File: config.mk
export PLATFORM = sky130hd
export DESIGN_NAME = ov7670_capture
export DESIGN_NICKNAME = d
export VERILOG_FILES = /design/src/rtl/ov7670_capture_pkg.sv /design/src/rtl/ov7670_capture_pixel_assembler.sv /design/src/rtl/ov7670_capture.sv
export SDC_FILE = /design/constraint.sdc
export NUM_CORES = 1
export LEC_CHECK = 0
export CAP_MARGIN = 15
export CELL_PAD_IN_SITES_DETAIL_PLACEMENT = 1
export CELL_PAD_IN_SITES_GLOBAL_PLACEMENT = 1
export CORE_MARGIN = 3
export CORE_UTILIZATION = 47
export DETAILED_ROUTE_END_ITERATION = 12
export GPL_TIMING_DRIVEN = 0
export PLACE_DENSITY = 0.85
export REMOVE_ABC_BUFFERS = 1
export SLEW_MARGIN = 10
export SYNTH_ARGS = -nofsm -noshare
export SYNTH_HDL_FRONTEND = slang
export SYNTH_SLANG_ARGS = --single-unit
File: constraint.sdc
create_clock -name clk -period 5.16 [get_ports clk]
set_input_delay 1.032 -clock clk [delete_from_list [all_inputs] [get_ports clk]]
set_output_delay 1.032 -clock clk [all_outputs]
set_load 0.1 [all_outputs]
File: src/rtl/ov7670_capture_pkg.sv
// Shared definitions for the OV7670 DVP capture path.
// Latency: n/a (types and constants only).
// Backpressure: n/a.
// Contents: FSM state encoding, queue word width, SOF bit index, default SOF word.
package ov7670_capture_pkg;

   localparam int QW      = 17;   // queue word: SOF marker + RGB565 pixel
   localparam int SOF_BIT = 16;

   localparam logic [QW-1:0] SOF_WORD_DEF = QW'(1) << SOF_BIT;

   typedef enum logic [2:0] {
      WAIT_CALIB       = 3'd0,
      WAIT_VSYNC_HIGH  = 3'd1,
      WAIT_FRAME_START = 3'd2,
      CAPTURE          = 3'd3,
      DROP_FRAME       = 3'd4
   } state_t;

endpackage

File: src/rtl/ov7670_capture_pixel_assembler.sv
// Pairs two registered camera bytes into one RGB565 pixel (first byte = [15:8]).
// Latency: o_vld is combinational in the cycle the second byte sits in the input register.
// Backpressure: none; the caller decides whether a valid pixel is written or dropped.
// Ports: clk/reset_p; i_en gates toggling, i_clr forces the next byte to be a high byte;
//        i_href/i_data are the registered camera inputs; o_pixel/o_vld/o_half out.
module ov7670_pixel_assembler (
   input  logic        clk,
   input  logic        reset_p,
   input  logic        i_en,
   input  logic        i_clr,
   input  logic        i_href,
   input  logic [7:0]  i_data,
   output logic [15:0] o_pixel,
   output logic        o_vld,
   output logic        o_half
);

   logic [7:0] r_hi;
   logic       r_half;

   always_ff @(posedge clk or posedge reset_p) begin
      if (reset_p) begin
         r_hi   <= '0;
         r_half <= 1'b0;
      end else if (i_clr) begin
         r_half <= 1'b0;
      end else if (i_en && i_href) begin
         if (!r_half) r_hi <= i_data;
         r_half <= ~r_half;
      end
   end

   // The low byte is taken straight from the input register so the pixel
   // is complete in the same cycle the second byte arrives.
   assign o_pixel = {r_hi, i_data};
   assign o_vld   = i_en & i_href & r_half;
   assign o_half  = r_half;

endmodule

File: src/rtl/ov7670_capture.sv
// OV7670 DVP (RGB565, 2 bytes/pixel) to 17-bit queue words; bit16 marks start of frame.
// Latency: 2 clk from the second byte of a pixel at the pins to queue_wr_en.
// Backpressure: queue_full on a due write drops it, sets sticky overflow and skips the rest of the frame.
// Ports: clk/reset_p, enable (calibration done), cam_vsync/href/p_data (camera),
//        queue_full/queue_data/queue_wr_en/queue_clk (FIFO), frame_count/overflow/size_error/clear_status.
module ov7670_capture
   import ov7670_capture_pkg::*;
#(
   parameter int              FRAME_WIDTH  = 640,
   parameter int              FRAME_HEIGHT = 480,
   parameter logic [QW-1:0]   SOF_WORD     = SOF_WORD_DEF
) (
   input  logic          clk,
   input  logic          reset_p,
   input  logic          enable,
   input  logic          cam_vsync,
   input  logic          href,
   input  logic [7:0]    p_data,
   input  logic          queue_full,
   output logic [QW-1:0] queue_data,
   output logic          queue_wr_en,
   output logic          queue_clk,
   output logic [15:0]   frame_count,
   output logic          overflow,
   output logic          size_error,
   input  logic          clear_status
);

   localparam logic [15:0] W16 = 16'(FRAME_WIDTH);
   localparam logic [15:0] H16 = 16'(FRAME_HEIGHT);

   state_t        r_state, w_state_nxt;
   logic          r_vsync, r_vsync_d, r_href, r_href_d;
   logic [7:0]    r_data;
   logic [15:0]   r_pix_cnt, r_line_cnt, r_frame_cnt;
   logic [QW-1:0] r_queue_data, w_dat_nxt;
   logic          r_wr_en, w_wr_nxt;
   logic          r_overflow, r_size_err;

   logic          w_vsync_fall, w_vsync_rise, w_href_fall;
   logic          w_pix_vld, w_half, w_asm_en, w_asm_clr;
   logic [15:0]   w_pixel, w_line_eff;
   logic          w_ovf_set, w_size_set, w_cnt_clr, w_pix_inc, w_line_inc, w_frame_inc, w_drop;

   assign queue_clk = clk;

   // Input stage: one register layer, edges compared against a second copy.
   always_ff @(posedge clk or posedge reset_p) begin
      if (reset_p) begin
         r_vsync   <= 1'b0;
         r_vsync_d <= 1'b0;
         r_href    <= 1'b0;
         r_href_d  <= 1'b0;
         r_data    <= '0;
      end else begin
         r_vsync   <= cam_vsync;
         r_vsync_d <= r_vsync;
         r_href    <= href;
         r_href_d  <= r_href;
         r_data    <= p_data;
      end
   end

   assign w_vsync_fall = r_vsync_d & ~r_vsync;
   assign w_vsync_rise = ~r_vsync_d & r_vsync;
   assign w_href_fall  = r_href_d & ~r_href;
   assign w_asm_en     = (r_state == CAPTURE);

   ov7670_pixel_assembler u_asm (
      .clk     (clk),
      .reset_p (reset_p),
      .i_en    (w_asm_en),
      .i_clr   (w_asm_clr),
      .i_href  (r_href),
      .i_data  (r_data),
      .o_pixel (w_pixel),
      .o_vld   (w_pix_vld),
      .o_half  (w_half)
   );

   always_comb begin
      w_state_nxt = r_state;
      w_wr_nxt    = 1'b0;
      w_dat_nxt   = r_queue_data;
      w_ovf_set   = 1'b0;
      w_size_set  = 1'b0;
      w_cnt_clr   = 1'b0;
      w_pix_inc   = 1'b0;
      w_line_inc  = 1'b0;
      w_frame_inc = 1'b0;
      w_drop      = 1'b0;
      w_asm_clr   = 1'b0;
      w_line_eff  = r_line_cnt;
      if (!enable) begin
         w_state_nxt = WAIT_CALIB;
      end else begin
         case (r_state)
            // Starting while vsync is low would mean joining a frame mid-way.
            WAIT_CALIB:      w_state_nxt = r_vsync ? WAIT_FRAME_START : WAIT_VSYNC_HIGH;
            WAIT_VSYNC_HIGH: if (r_vsync) w_state_nxt = WAIT_FRAME_START;
            WAIT_FRAME_START: begin
               if (w_vsync_fall) begin
                  w_cnt_clr = 1'b1;
                  w_asm_clr = 1'b1;
                  if (queue_full) begin
                     w_ovf_set   = 1'b1;
                     w_state_nxt = DROP_FRAME;
                  end else begin
                     w_wr_nxt    = 1'b1;
                     w_dat_nxt   = SOF_WORD;
                     w_state_nxt = CAPTURE;
                  end
               end
            end
            CAPTURE: begin
               if (w_pix_vld) begin
                  if (queue_full) begin
                     w_ovf_set = 1'b1;
                     w_drop    = 1'b1;
                  end else begin
                     w_wr_nxt  = 1'b1;
                     w_dat_nxt = {1'b0, w_pixel};
                     w_pix_inc = 1'b1;
                  end
               end
               if (w_href_fall) begin
                  if (r_pix_cnt != W16 || w_half) w_size_set = 1'b1;
                  w_line_inc = 1'b1;
                  w_asm_clr  = 1'b1;
                  w_line_eff = r_line_cnt + 16'd1;   // frame check sees this line
               end
               if (w_vsync_rise) begin
                  w_state_nxt = WAIT_FRAME_START;
                  if (!w_drop) begin
                     if (w_line_eff != H16) w_size_set = 1'b1;
                     w_frame_inc = 1'b1;
                  end
               end else if (w_drop) begin
                  w_state_nxt = DROP_FRAME;
               end
            end
            DROP_FRAME:      if (w_vsync_rise) w_state_nxt = WAIT_FRAME_START;
            default:         w_state_nxt = WAIT_CALIB;
         endcase
      end
   end

   always_ff @(posedge clk or posedge reset_p) begin
      if (reset_p) begin
         r_state      <= WAIT_CALIB;
         r_wr_en      <= 1'b0;
         r_queue_data <= '0;
         r_pix_cnt    <= '0;
         r_line_cnt   <= '0;
         r_frame_cnt  <= '0;
         r_overflow   <= 1'b0;
         r_size_err   <= 1'b0;
      end else begin
         r_state      <= w_state_nxt;
         r_wr_en      <= w_wr_nxt;
         r_queue_data <= w_dat_nxt;
         if (w_cnt_clr) begin
            r_pix_cnt  <= '0;
            r_line_cnt <= '0;
         end else if (w_line_inc) begin
            r_pix_cnt  <= '0;
            r_line_cnt <= w_line_eff;
         end else if (w_pix_inc) begin
            r_pix_cnt  <= r_pix_cnt + 16'd1;
         end
         if (w_frame_inc) r_frame_cnt <= r_frame_cnt + 16'd1;
         // A new error in the same cycle as clear_status stays set.
         r_overflow <= w_ovf_set  | (r_overflow & ~clear_status);
         r_size_err <= w_size_set | (r_size_err & ~clear_status);
      end
   end

   assign queue_wr_en = r_wr_en;
   assign queue_data  = r_queue_data;
   assign frame_count = r_frame_cnt;
   assign overflow    = r_overflow;
   assign size_error  = r_size_err;

endmodule

======== Yosys cells after proc, flatten, opt, wreduce, memory -nomap -nowiden ========
Cells that the tools add are included.
operators by class
  add/subtract/negate cells ............... 3
  equal/unequal tests ..................... 14
  bitwise logic cells ..................... 15
  reduce and logical (&&, ||, !) cells .... 13
  multiplexer cells ....................... 59
operators by type and width
  cell                                                     count
  2-to-1 mux 16 bit                                        10
  2-to-1 mux 17 bit                                        4
  adder 16 x 1 -> 16 bit, second input constant            3
  case mux 17 bit (2 select lines)                         1
  2-to-1 mux 1 bit                                         32
  2-to-1 mux 3 bit                                         7
  inequality test 16 x 10 -> 1 bit, second input constant  1
  inequality test 16 x 9 -> 1 bit, second input constant   1
  case mux 3 bit (5 select lines)                          1
  nonzero test 2 bit                                       5
  inequality test 3 bit, second input constant             3
  inequality test 2 bit, second input constant             4
  bitwise AND 1 bit                                        7
  equality test 3 x 2 -> 1 bit, second input constant      2
  inverter 1 bit                                           6
  case mux 1 bit (2 select lines)                          3
  AND reduction 3 bit                                      2
  AND reduction 6 bit                                      1
  inequality test 4 bit, second input constant             1
  AND reduction 4 bit                                      1
  equality test 3 x 1 -> 1 bit, second input constant      1
  equality test 3 bit, second input constant               1
  logical NOT 3 bit                                        1
  nonzero test 3 bit                                       1
  4 further kinds                                          5
word-level totals
  word-level logic and storage cells ...... 119
  bits in registers ....................... 92
  bits of input ports ..................... 15

======== Depth between registers and ports, before layout ========
  depth after elaboration ................. 12
  gate-level depth with buffers ........... 8
  depth with buffers taken out ............ 8

======== Cells and area by module ========
From an unflattened synthesis, not the netlist that was laid out.
unflattened totals
  cells, all modules ...................... 415
  area total of the unflattened synthesis .. 4,401.7 µm²
modules (own cells, without submodules)
  module                  cells an instance  instances  area each (µm²)
  ov7670_capture          383                1          3,940.0
  ov7670_pixel_assembler  32                 1          461.7

==> results by group <==
Critical path
  • Critical Path Fanout Max: 2
  • CP required: 4.13 ns
  • Most used cell, CP: clkbuf_8
  • CP endpoint kind: primary output
  • Kind of critical path: clock port to primary output
  • Slowest CP cell: clkdlybuf4s50_1
  • Worst setup path startpoint: clk
  • CP top delay family: buffers and inverters
  • Crit-path cells: clkbuf_8 -> clkbuf_8 -> clkdlybuf4s50_1
  • Reg2reg start: r_state[0]$_DFFE_PP0P_
  • Startpoint Class: clock port
  • Arrival time of the worst setup path: 3.76 ns
  • CP max stage delay: 0.95 ns
  • WP buf/inv: 3

Synth
  • Top post-synthesis cells by area: dfrtp_1 (52%), nand2_1 (6.1%), xnor2_1 (4.6%), o21ai_0 (3.7%), nor2_1 (2.6%)
  • Post-synth top area cell: dfrtp_1
  • Mean Syn Cell Area: 10.2 µm²
  • Post-Syn Area: 4410 µm²
  • Cell count after synthesis: 434
  • Yosys warning count: 0
  • Share of the synthesized area in the top cell type: 0.522
  • FF+latch count, synth: 92
  • Netlist cell types: 61
  • Post-synth ARST share: 1.00
  • Most used flip-flop cell after synthesis: dfrtp_1
  • Number of flops mapped to enable cells by yosys: 0
  • Register area share after synthesis: 0.522

Die
  • Starting Density: 0.494
  • Placeable Area: 8930 µm²
  • Die Wd: 103 µm
  • Std-Cell Rows: 34
  • I/O pin count: 52
  • Die H: 103 µm
  • Die area: 10600 µm²

STA
  • Final Max Tran Viols: 0
  • Final Hold Vio Count: 0
  • Slew @ Worst Pin: 1.00 ns
  • Final Skew: 0.0145 ns
  • RSZ-0062 raised after global routing: false
  • Setup TNS Final: 0 ns
  • Final worst slack: 0.364 ns
  • Final setup violation count: 0
  • Slew HR: 0.331

Placement
  • GPL Wtd Cong: 0.739
  • Hpwl dp: 7.25 mm
  • Port-buffer cells: 51
  • Place WS: 0.608 ns

Route
  • Vias per Instance: 5.79
  • Vias: 3442
  • DRC viols: 0
  • WL per Instance: 18.7 µm
  • 1st-pass router iterations: 4
  • Routed Antenna Nets: 0
  • DRT iter0 DRCs: 153
  • Routed WL: 11.1 mm

Clock tree
  • Worst-path clk slew: 0.09 ns
  • CTS tree: built
  • Setup bufs post-CTS: 0
  • Hold_buf cts: 0
  • Latest clock arrival within the worst-skew pair: 0.47 ns
  • Post-cts sizing count: 0

Cells and area
  • Filler instances: 963
  • Area grow syn2layout: 19.3%
  • Share of cells above drive strength 1: 0.105
  • Nets: 501
  • Diodes inserted: 0

GRT
  • Grt ovf: 0
  • Number of global-route vias before repair: 3699
  • Initial antenna violation count: 0
  • GRT Util Overall: 0.223
  • First-pass GRT wire length: 18.5 mm
  • Pin count of the biggest net entering global routing: 50

Run
  • MaxCap Viol Count: 0

Power
  • Worst IR Drop VDD: 0.000395 V
  • Lkg Pwr: 2.20 nW
  • PD cells: 366 nW/µm²
  • Pwr Total: 0.00192 W

Status
  • Outcome: finished clean

Hold path
  • Hold path start: queue_data[3]$_DFFE_PP0P_
  • HP Class: flop to flop
final timing paths:
path                                              end  slack, ns  cells past startpoint
hold / removal              queue_data[3]$_DFFE_PP0P_       0.49                      2
setup / recovery                            queue_clk       0.36                      3
hold reg to reg             queue_data[3]$_DFFE_PP0P_       0.49                      2
max in group asynchronous    r_pix_cnt[6]$_DFFE_PP0P_       3.55                      3
setup reg to reg            r_line_cnt[9]$_DFFE_PP0P_       1.68                      6
min in group asynchronous  queue_data[10]$_DFFE_PP0P_       0.98                      2
where the power goes:
part | switching [W] | internal, W | total [W]
logic | 0.000248 | 0.000127 | 0.000375
registers | 0.0000893 | 0.000786 | 0.000875
clock network | 0.000341 | 0.000334 | 0.000675
routing by layer:
layer / wire [µm] / track usage
met1: 4940 / 0.297
met2: 5640 / 0.362
met3: 369 / 0.0501
met4: 157 / 0.0757
met5: 0 / 0
logic make-up (layout without fill, tap and decap cells):
logic type | Yosys count | after routing | synth area share
xor+xnor | 34 | 34 | 0.0675
compound gates | 79 | 79 | 0.118
fa+ha+maj | 4 | 4 | 0.0114
mux | 11 | 11 | 0.0278
flops | 92 | 92 | 0.522
buf+inv | 32 | 84 | 0.0358
simple gates | 182 | 182 | 0.217
cell type report:
class | instances | area (µm²) | share of cell area
Clock buffer | 13 | 175 | 0.0333
Clock inverter | 6 | 88.8 | 0.0169
Inverter | 12 | 47.5 | 0.00904
Multi-Input combinational cell | 310 | 1950 | 0.371
Sequential cell | 92 | 2300 | 0.438
Tap cell | 108 | 135 | 0.0257
Timing Repair Buffer | 53 | 558 | 0.106
stage by stage:
step	hold slack (ns)	area, µm²	cells	utilization
after global routing	0.522	5260	594	0.589
after global placement	0.462	4940	573	0.553
final	0.486	5260	594	0.589
after floorplan	0.454	4300	414	-
after CTS	0.488	5250	593	0.587
after detailed placement	0.470	4990	575	0.559
cells in the mapped netlist, drive strengths merged (2+ instances only):
cell and n:
nand4 10, o32ai 2, xor2 11, and4 3
nand3b 2, nand4b 3, mux2 10, a31oi 2
a22oi 2, a22o 5, ha 4, o21ai 35
a21oi 12, nor3 7, or2 2, nand3 17
dfrtp 92, o31ai 5, or3 8, clkbuf 9
inv 12, nor2 34, nand2b 5, nor4 5
buf 11, xnor2 23, nor4b 3, o41ai 3
nor2b 3, nand2 72, and3 4
cells in the final DEF (no fill, tap or decap), types with 4 or more instances in the layout:
master | Yosys | routed
mux2_2 | 10 | 10
ha_1 | 4 | 4
xnor2_1 | 23 | 23
nor4_1 | 5 | 5
a22o_1 | 5 | 5
dfrtp_1 | 92 | 92
inv_1 | 12 | 11
nand3_1 | 15 | 15
and3_1 | 4 | 4
clkbuf_8 | 0 | 12
nor2_1 | 31 | 31
xor2_1 | 11 | 11
nand4_1 | 9 | 9
o21ai_0 | 33 | 33
nand2_1 | 72 | 72
nand2b_1 | 5 | 5
or3_1 | 6 | 6
a21oi_1 | 12 | 12
o31ai_1 | 5 | 5
nor3_1 | 4 | 4
clkdlybuf4s50_1 | 0 | 51
worst reg2reg max path, stage by stage (launching register included):
cell and delay [ns]:
dfrtp_1 0.60, and3b_1 0.81, nand3_1 0.81, o21ai_2 0.56, buf_8 0.23, o21ai_0 0.10
a22o_1 0.26
sequential cells by signal (all words and copies together) (netlist names), 3 cells and up:
name         cells
r_line_cnt      16
frame_count     16
queue_data      17
r_pix_cnt       16
r_data           8
r_state          3
u_asm.r_hi       8
No activity file was read; power rests on OpenSTA's default activity.
